===== config.mk =====
export PLATFORM = sky130hd
export DESIGN_NAME = header_dispatch
export DESIGN_NICKNAME = d
export VERILOG_FILES = /design/src/rtl/header_dispatch.sv
export SDC_FILE = /design/constraint.sdc
export NUM_CORES = 1
export LEC_CHECK = 0
export ABC_AREA = 1
export CORE_ASPECT_RATIO = 0.6
export CORE_MARGIN = 2
export CORE_UTILIZATION = 35
export CTS_BUF_LIST = sky130_fd_sc_hd__clkbuf_16
export CTS_CLUSTER_DIAMETER = 60
export CTS_CLUSTER_SIZE = 12
export DETAILED_ROUTE_END_ITERATION = 12
export GPL_ROUTABILITY_DRIVEN = 0
export MAX_ROUTING_LAYER = met4
export PLACE_DENSITY = 0.59
export SLEW_MARGIN = 30
export SYNTH_ARGS = -nofsm -noshare
export SYNTH_HDL_FRONTEND = slang
export SYNTH_SLANG_ARGS = --single-unit

===== constraint.sdc =====
create_clock -name clk -period 3.1 [get_ports clk]
set_clock_uncertainty 0.15 [all_clocks]
set_input_delay 0.93 -clock clk [delete_from_list [all_inputs] [get_ports clk]]
set_output_delay 0.93 -clock clk [all_outputs]
set_load 0.1 [all_outputs]

===== src/rtl/header_dispatch.sv =====
// Descriptor FIFO in front of the field unit, with a drain-then-write interlock for instruction-memory rewrites.
// Optional same-cycle bypass when empty: define HEADER_DISPATCH_BYPASS_EN.
module header_dispatch #(
  parameter int unsigned DATA_WIDTH = 32,
  parameter int unsigned ADDR_WIDTH = 2,
  parameter int unsigned DEPTH_LOG2 = 2
) (
  input  logic                    clk,
  input  logic                    rst,
  input  logic                    in_valid,
  output logic                    in_ready,
  input  logic [ADDR_WIDTH-1:0]   in_pdr_id,
  input  logic [DATA_WIDTH-1:0]   in_header,
  input  logic                    in_bitmap,
  output logic                    out_valid,
  input  logic                    out_ready,
  output logic [ADDR_WIDTH-1:0]   out_pdr_id,
  output logic [DATA_WIDTH-1:0]   out_header,
  output logic                    out_bitmap,
  input  logic                    cfg_req,
  input  logic [ADDR_WIDTH-1:0]   cfg_addr,
  input  logic [DATA_WIDTH+3:0]   cfg_data,
  output logic                    cfg_ack,
  output logic                    WE,
  output logic [ADDR_WIDTH-1:0]   W_ADDR,
  output logic [DATA_WIDTH+3:0]   WD,
  output logic [DEPTH_LOG2:0]     count
);

  localparam int unsigned DEPTH = 1 << DEPTH_LOG2;
  localparam int unsigned PW    = DEPTH_LOG2;
  localparam int unsigned CW    = DEPTH_LOG2 + 1;
  localparam int unsigned EW    = ADDR_WIDTH + DATA_WIDTH + 1;
  localparam int unsigned CFGW  = DATA_WIDTH + 4;

  typedef enum logic [1:0] {RUN, DRAIN, WRITE} state_t;

  state_t            r_state;
  logic [EW-1:0]     r_mem [DEPTH];
  logic [PW-1:0]     r_wptr;
  logic [PW-1:0]     r_rptr;
  logic [CW-1:0]     r_count;
  logic              r_we;
  logic              r_ack;
  logic [ADDR_WIDTH-1:0] r_waddr;
  logic [CFGW-1:0]   r_wd;

  logic              w_fifo_valid;
  logic              w_in_ready;
  logic              w_bypass;
  logic              w_push;
  logic              w_pop;
  logic [EW-1:0]     w_out;

  assign w_fifo_valid = (r_count != '0);
  assign w_in_ready   = (r_count != CW'(DEPTH)) && (r_state == RUN);

`ifdef HEADER_DISPATCH_BYPASS_EN
  // Empty and both sides ready: hand the descriptor straight through, skipping storage.
  assign w_bypass  = (r_state == RUN) && !w_fifo_valid && in_valid && out_ready;
  assign out_valid = w_fifo_valid || w_bypass;
  assign w_out     = w_bypass ? {in_pdr_id, in_header, in_bitmap}
                              : (w_fifo_valid ? r_mem[r_rptr] : '0);
`else
  assign w_bypass  = 1'b0;
  assign out_valid = w_fifo_valid;
  assign w_out     = w_fifo_valid ? r_mem[r_rptr] : '0;
`endif

  assign w_push = in_valid && w_in_ready && !w_bypass;
  assign w_pop  = w_fifo_valid && out_ready;

  assign in_ready = w_in_ready;
  assign {out_pdr_id, out_header, out_bitmap} = w_out;
  assign count   = r_count;
  assign WE      = r_we;
  assign W_ADDR  = r_waddr;
  assign WD      = r_wd;
  assign cfg_ack = r_ack;

  // Storage is not reset; the cleared count makes stale entries invisible.
  always_ff @(posedge clk) begin
    if (w_push) r_mem[r_wptr] <= {in_pdr_id, in_header, in_bitmap};
  end

  always_ff @(posedge clk) begin
    if (rst) begin
      r_state <= RUN;
      r_wptr  <= '0;
      r_rptr  <= '0;
      r_count <= '0;
      r_we    <= 1'b0;
      r_ack   <= 1'b0;
      r_waddr <= '0;
      r_wd    <= '0;
    end else begin
      if (w_push) r_wptr <= r_wptr + PW'(1);
      if (w_pop)  r_rptr <= r_rptr + PW'(1);
      case ({w_push, w_pop})
        2'b10:   r_count <= r_count + CW'(1);
        2'b01:   r_count <= r_count - CW'(1);
        default: r_count <= r_count;
      endcase

      r_we    <= 1'b0;
      r_ack   <= 1'b0;
      r_waddr <= '0;
      r_wd    <= '0;
      // Rewrite only once every in-flight descriptor has left; the write pulse lasts one cycle.
      case (r_state)
        RUN:   if (cfg_req) r_state <= DRAIN;
        DRAIN: begin
          if (!w_fifo_valid) begin
            r_state <= WRITE;
            r_we    <= 1'b1;
            r_ack   <= 1'b1;
            r_waddr <= cfg_addr;
            r_wd    <= cfg_data;
          end
        end
        WRITE:   r_state <= RUN;
        default: r_state <= RUN;
      endcase
    end
  end

endmodule


==> out/qor.yml, run 1 <==
clock_network:
  path_clk_slew_ps: 70
  clk_latency_ps: 420
  htree_levels: 4
  cts_num_sinks: 190
  cts_tree: "built"
  cts_buffers: 17
  cts-root-buf: "clkbuf_16"
  clockBufferDepth: 2
cells_and_area:
  areaGrowthSynthToFinish_pct: 43.8
  regArea_um2: 5220
  drive_above_1_share_pct: 24.9
  nFillCells: 1677
  multiInputGateArea_um2: 1990
  nets: 858
grt:
  grt_pass1_wl_mm: 25.4
  grt_pass1_vias: 4965
  grt_usage_pct: 16.0
  grt_max_degree: 39
  antenna_found_initial: 2
  overflow: 0
setup_path:
  cp_slowest_cell: "dfxtp_4"
  crit_buf_inv: 3
  end_kind: "primary output"
  worstPathCellList: "nor2_2, nand2_4, clkinv_2, buf_12, a21oi_4, buf_12"
  critPathArrivalTime_ps: 1860
  critPathMaxFanout: 35
  critPathTopFamily: "buffers and inverters"
  crit_cells: 6
  ff2ff_path_depth: 12
  cp_common_cell: "buf_12"
  cp.required_ps: 2020
  slowest_delay_ps: 360
  critical_path_class: "register to primary output"
  crit_start: "count[0]"
  r2r_start: "count[0]"
  start_kind: "register"
yosys:
  avgSynthCellArea_um2: 11.7
  synth.most_common_cell: "nor2_1"
  synth.distinct_cells: 24
  yosysTopAreaCellShare_pct: 58.3
  synth_edf_count: 140
  synth_top_cell_by_area: "edfxtp_1"
  syn_area_um2: 7210
  synthFlopType: "edfxtp_1"
  synth_area_leaders: "edfxtp_1 (58%), dfxtp_1 (14%), nor2_1 (8.7%), o21ai_0 (4.5%), inv_1 (3.0%)"
  synth-async-reset-ratio_pct: 0
  syn_inst: 615
  synth_nets: 699
  ys_seq_elements: 190
  synth.cells.most_frequent: "nor2_1 (168), edfxtp_1 (140), o21ai_0 (65)"
  ys_seq_area_share_pct: 72.2
  yosys_warnings: 0
timing:
  period_share_pct: 94.7
  slew_violations: 0
  final-setup-viol-count: 0
  hold_violations: 0
  rsz0062_at_grt: "false"
  fmax_mhz: 341
  hold_slack_ps: 309
  max_slew_margin_pct: 68.5
  worst_pin_slew_ps: 468
  period_minus_slack_ps: 2940
die:
  fp.dieH_um: 115
  die_w_um: 189
  core_um2: 20100
  num_rows: 40
  initial_core_util_pct: 35.8
  dieArea_um2: 21800
  ios: 158
flow_run:
  cap_violations: 0
placed_design:
  port_buffers: 157
  detailed_place_hpwl_mm: 10.4
routing:
  drc: 0
  vias_per_cell: 4.61
  vias: 4897
  routedWlPerCell_um: 15.3
  wl_mm: 16.2
  final_antenna_net_count: 0
  dr.pass1.iters: 6
  drt_iter0_markers: 344
hold_path:
  hold_path_class: "register to register"
  hold_path_startpoint: "count[0]"
  holdPathStages: 1
outcome:
  status: "complete, no violations"
## timing repair
action / CTS / global route
setup endpoints to repair: 0 / 10
hold buffers: 0 / 0
hold endpoints to repair: 0 / 0
setup buffers: 0 / 0
resized for setup: 0 / 3
## placed cells by master (no fill, tap or decap), types with 9 or more instances in the layout
master / count
nor2_1: 164
edfxtp_1: 140
clkdlybuf4s50_1: 77
o21ai_0: 65
inv_1: 58
buf_4: 51
dfxtp_1: 45
buf_12: 41
a21oi_4: 30
clkbuf_16: 20
nor2_4: 17
nand2_1: 15
nor2_2: 9
## per-layer routing
metal,part of all wire (%),GRT usage [%],wire [um],up-vias
met2,47,24.9,7620,176
met5,0,-,0,-
met4,0.82,4.44,133,0
met3,7.9,5.46,1280,12
li1,-,-,-,2361
met1,44,19.9,7180,2348
## per-stage QoR
| stage | area (um^2) | setup TNS, ps | utilization [%] | setup WS, ps | instances |
|---|---|---|---|---|---|
| floorplan | 7580 | -14650 | - | -105 | 615 |
| global placement | 9760 | 0 | 48.5 | 297 | 1028 |
| detailed placement | 9760 | 0 | 48.5 | 267 | 1028 |
| CTS | 10400 | 0 | 51.5 | 56.8 | 1060 |
| global route | 10400 | 0 | 51.5 | 23.4 | 1062 |
| finish | 10400 | 0 | 51.5 | 163 | 1062 |
## registers in the layout, summed over array words and instances, names as in the netlist, named ones only
register,flops
W_ADDR,2
count,3
WD,36
r_mem,140
r_state,2
r_rptr,2
cfg_ack,1
r_wptr,2
## layout make-up
class | count | area share, %
Timing Repair Buffer | 170 | 19.2
Clock buffer | 20 | 4.83
Sequential cell | 190 | 50.3
Tap cell | 273 | 3.29
Clock inverter | 12 | 0.893
Multi-Input combinational cell | 334 | 19.2
Inverter | 61 | 2.24
Antenna cell | 2 | 0.0483
## logic make-up (layout without fill, tap and decap cells)
logic type	count (synthesis)	count (layout)	synth area share, %
compound gates	113	113	7.85
fa+ha+maj	6	6	1.15
buf+inv	91	263	5.54
flops	190	190	72.2
other cells	0	2	0
simple gates	215	215	13.3
## path summary, 6_finish.rpt
| path | slack, ps | to |
|---|---|---|
| hold / removal | 310 | count[0] |
| setup reg to reg | 1090 | count[2] |
| setup / recovery | 160 | out_header[8] |
| hold reg to reg | 310 | count[0] |
Power of run 1 is not shown: default switching activity piles up to over one toggle a cycle in this logic, so the estimate is an artifact.
==> inputs of run 2 (changes only) <==
--- a/config.mk
+++ b/config.mk
@@ -16,7 +16,6 @@
 export GPL_ROUTABILITY_DRIVEN = 0
 export MAX_ROUTING_LAYER = met4
 export PLACE_DENSITY = 0.59
-export SLEW_MARGIN = 30
 export SYNTH_ARGS = -nofsm -noshare
 export SYNTH_HDL_FRONTEND = slang
 export SYNTH_SLANG_ARGS = --single-unit
==> results of run 2 <==
The final DEF is identical to that of run 1; final timing and power are the same.
Power of run 2 is left out for the same reason.
==> patch: new RTL, config.mk and constraints of run 2 <==
Build with the macro `HEADER_DISPATCH_BYPASS_EN` defined.
--- a/src/rtl/header_dispatch.sv
+++ b/src/rtl/header_dispatch.sv
@@ -2,2 +2,4 @@
 // Optional same-cycle bypass when empty: define HEADER_DISPATCH_BYPASS_EN.
+`define HEADER_DISPATCH_BYPASS_EN
+
 module header_dispatch #(
Check against the original RTL: not equivalent (a bounded check fails within 4 cycles, from zero or initial values and one cycle with rst high).
==> patch against run 2 <==
- setup slack worse by 31 ps
- die area up 3.7%
- area after synthesis up 3.8%
- final area up 3.3%
- sequential cell count stayed put
- synthesized cell count grew 13%
- wire length is 15% higher
==> patch: results (changes against run 2) <==
wl_per_cell_um: 15.8  # was 15.3 um
n_all_inverters: 62  # was 61
num-multi-input-gates: 409  # was 334
yosysUniqueCellTypes: 22  # was 24
core_region_area_sq_um: 21000  # was 20100 sq um
nNetsFinal: 970  # was 858
power_uw: 11900
place_inst: 1138  # was 1028
routed-wl-met2_mm: 8.15  # was 7.62 mm
final-nonclk-buf-share_pct: 22.0  # was 19.2%
synthCells: 694  # was 615
worstHoldPathCells: 2  # was 1
grt_usage_pct: 17.7  # was 16.0%
drive_gt1_share_pct: 26.9  # was 24.9%
drt_iter0_drc: 283  # was 344
rr_worst_depth: 14  # was 12
syn-num-nets: 778  # was 699
fillCellCount: 1868  # was 1677
grt_use_met2_pct: 26.6  # was 24.9%
grtUsageMet3_pct: 5.07  # was 5.46%
status: "complete, no violations"  # unchanged
synthXorXnorAreaFrac_pct: 0.117  # was 0%
use_met1_pct: 23.9  # was 19.9%
final_cells: 1178  # was 1062
slew_headroom_pct: 44.4  # was 68.5%
patch: stage by stage:
| stage | setup WS [ps] | TNS, ps |
|---|---|---|
| after detailed placement | -254 | -7690 |
| after floorplan | 85.1 | 0 |
| final | 132 | 0 |
| after global placement | -235 | -7010 |
| after global routing | 52.1 | 0 |
| after CTS | 4.70 | 0 |
patch: worst paths after layout:
check / start / to / slack [ps]
worst max-delay path: in_header[12] / out_header[12] / 130
worst min-delay path: r_rptr[1]$_SDFFE_PP0P_ / flop / 340
worst max register to register: count[1]$_SDFFE_PP0P_ / count[2]$_SDFFE_PP0P_ / 650
worst min register to register: r_rptr[1]$_SDFFE_PP0P_ / flop / 340
patch: cell families after synthesis:
group | Yosys count
and+or+nand+nor | 390
DFF | 190
buffers and inverters | 96
AOI/OAI and AO/OA | 11
adders and majority gates | 6
xor gates and xnor gates | 1
patch: critical path, cell delays in order:
cell and delay, ps:
clkdlybuf4s50_1 600, nand2_1 100, nand2_2 80, buf_12 170
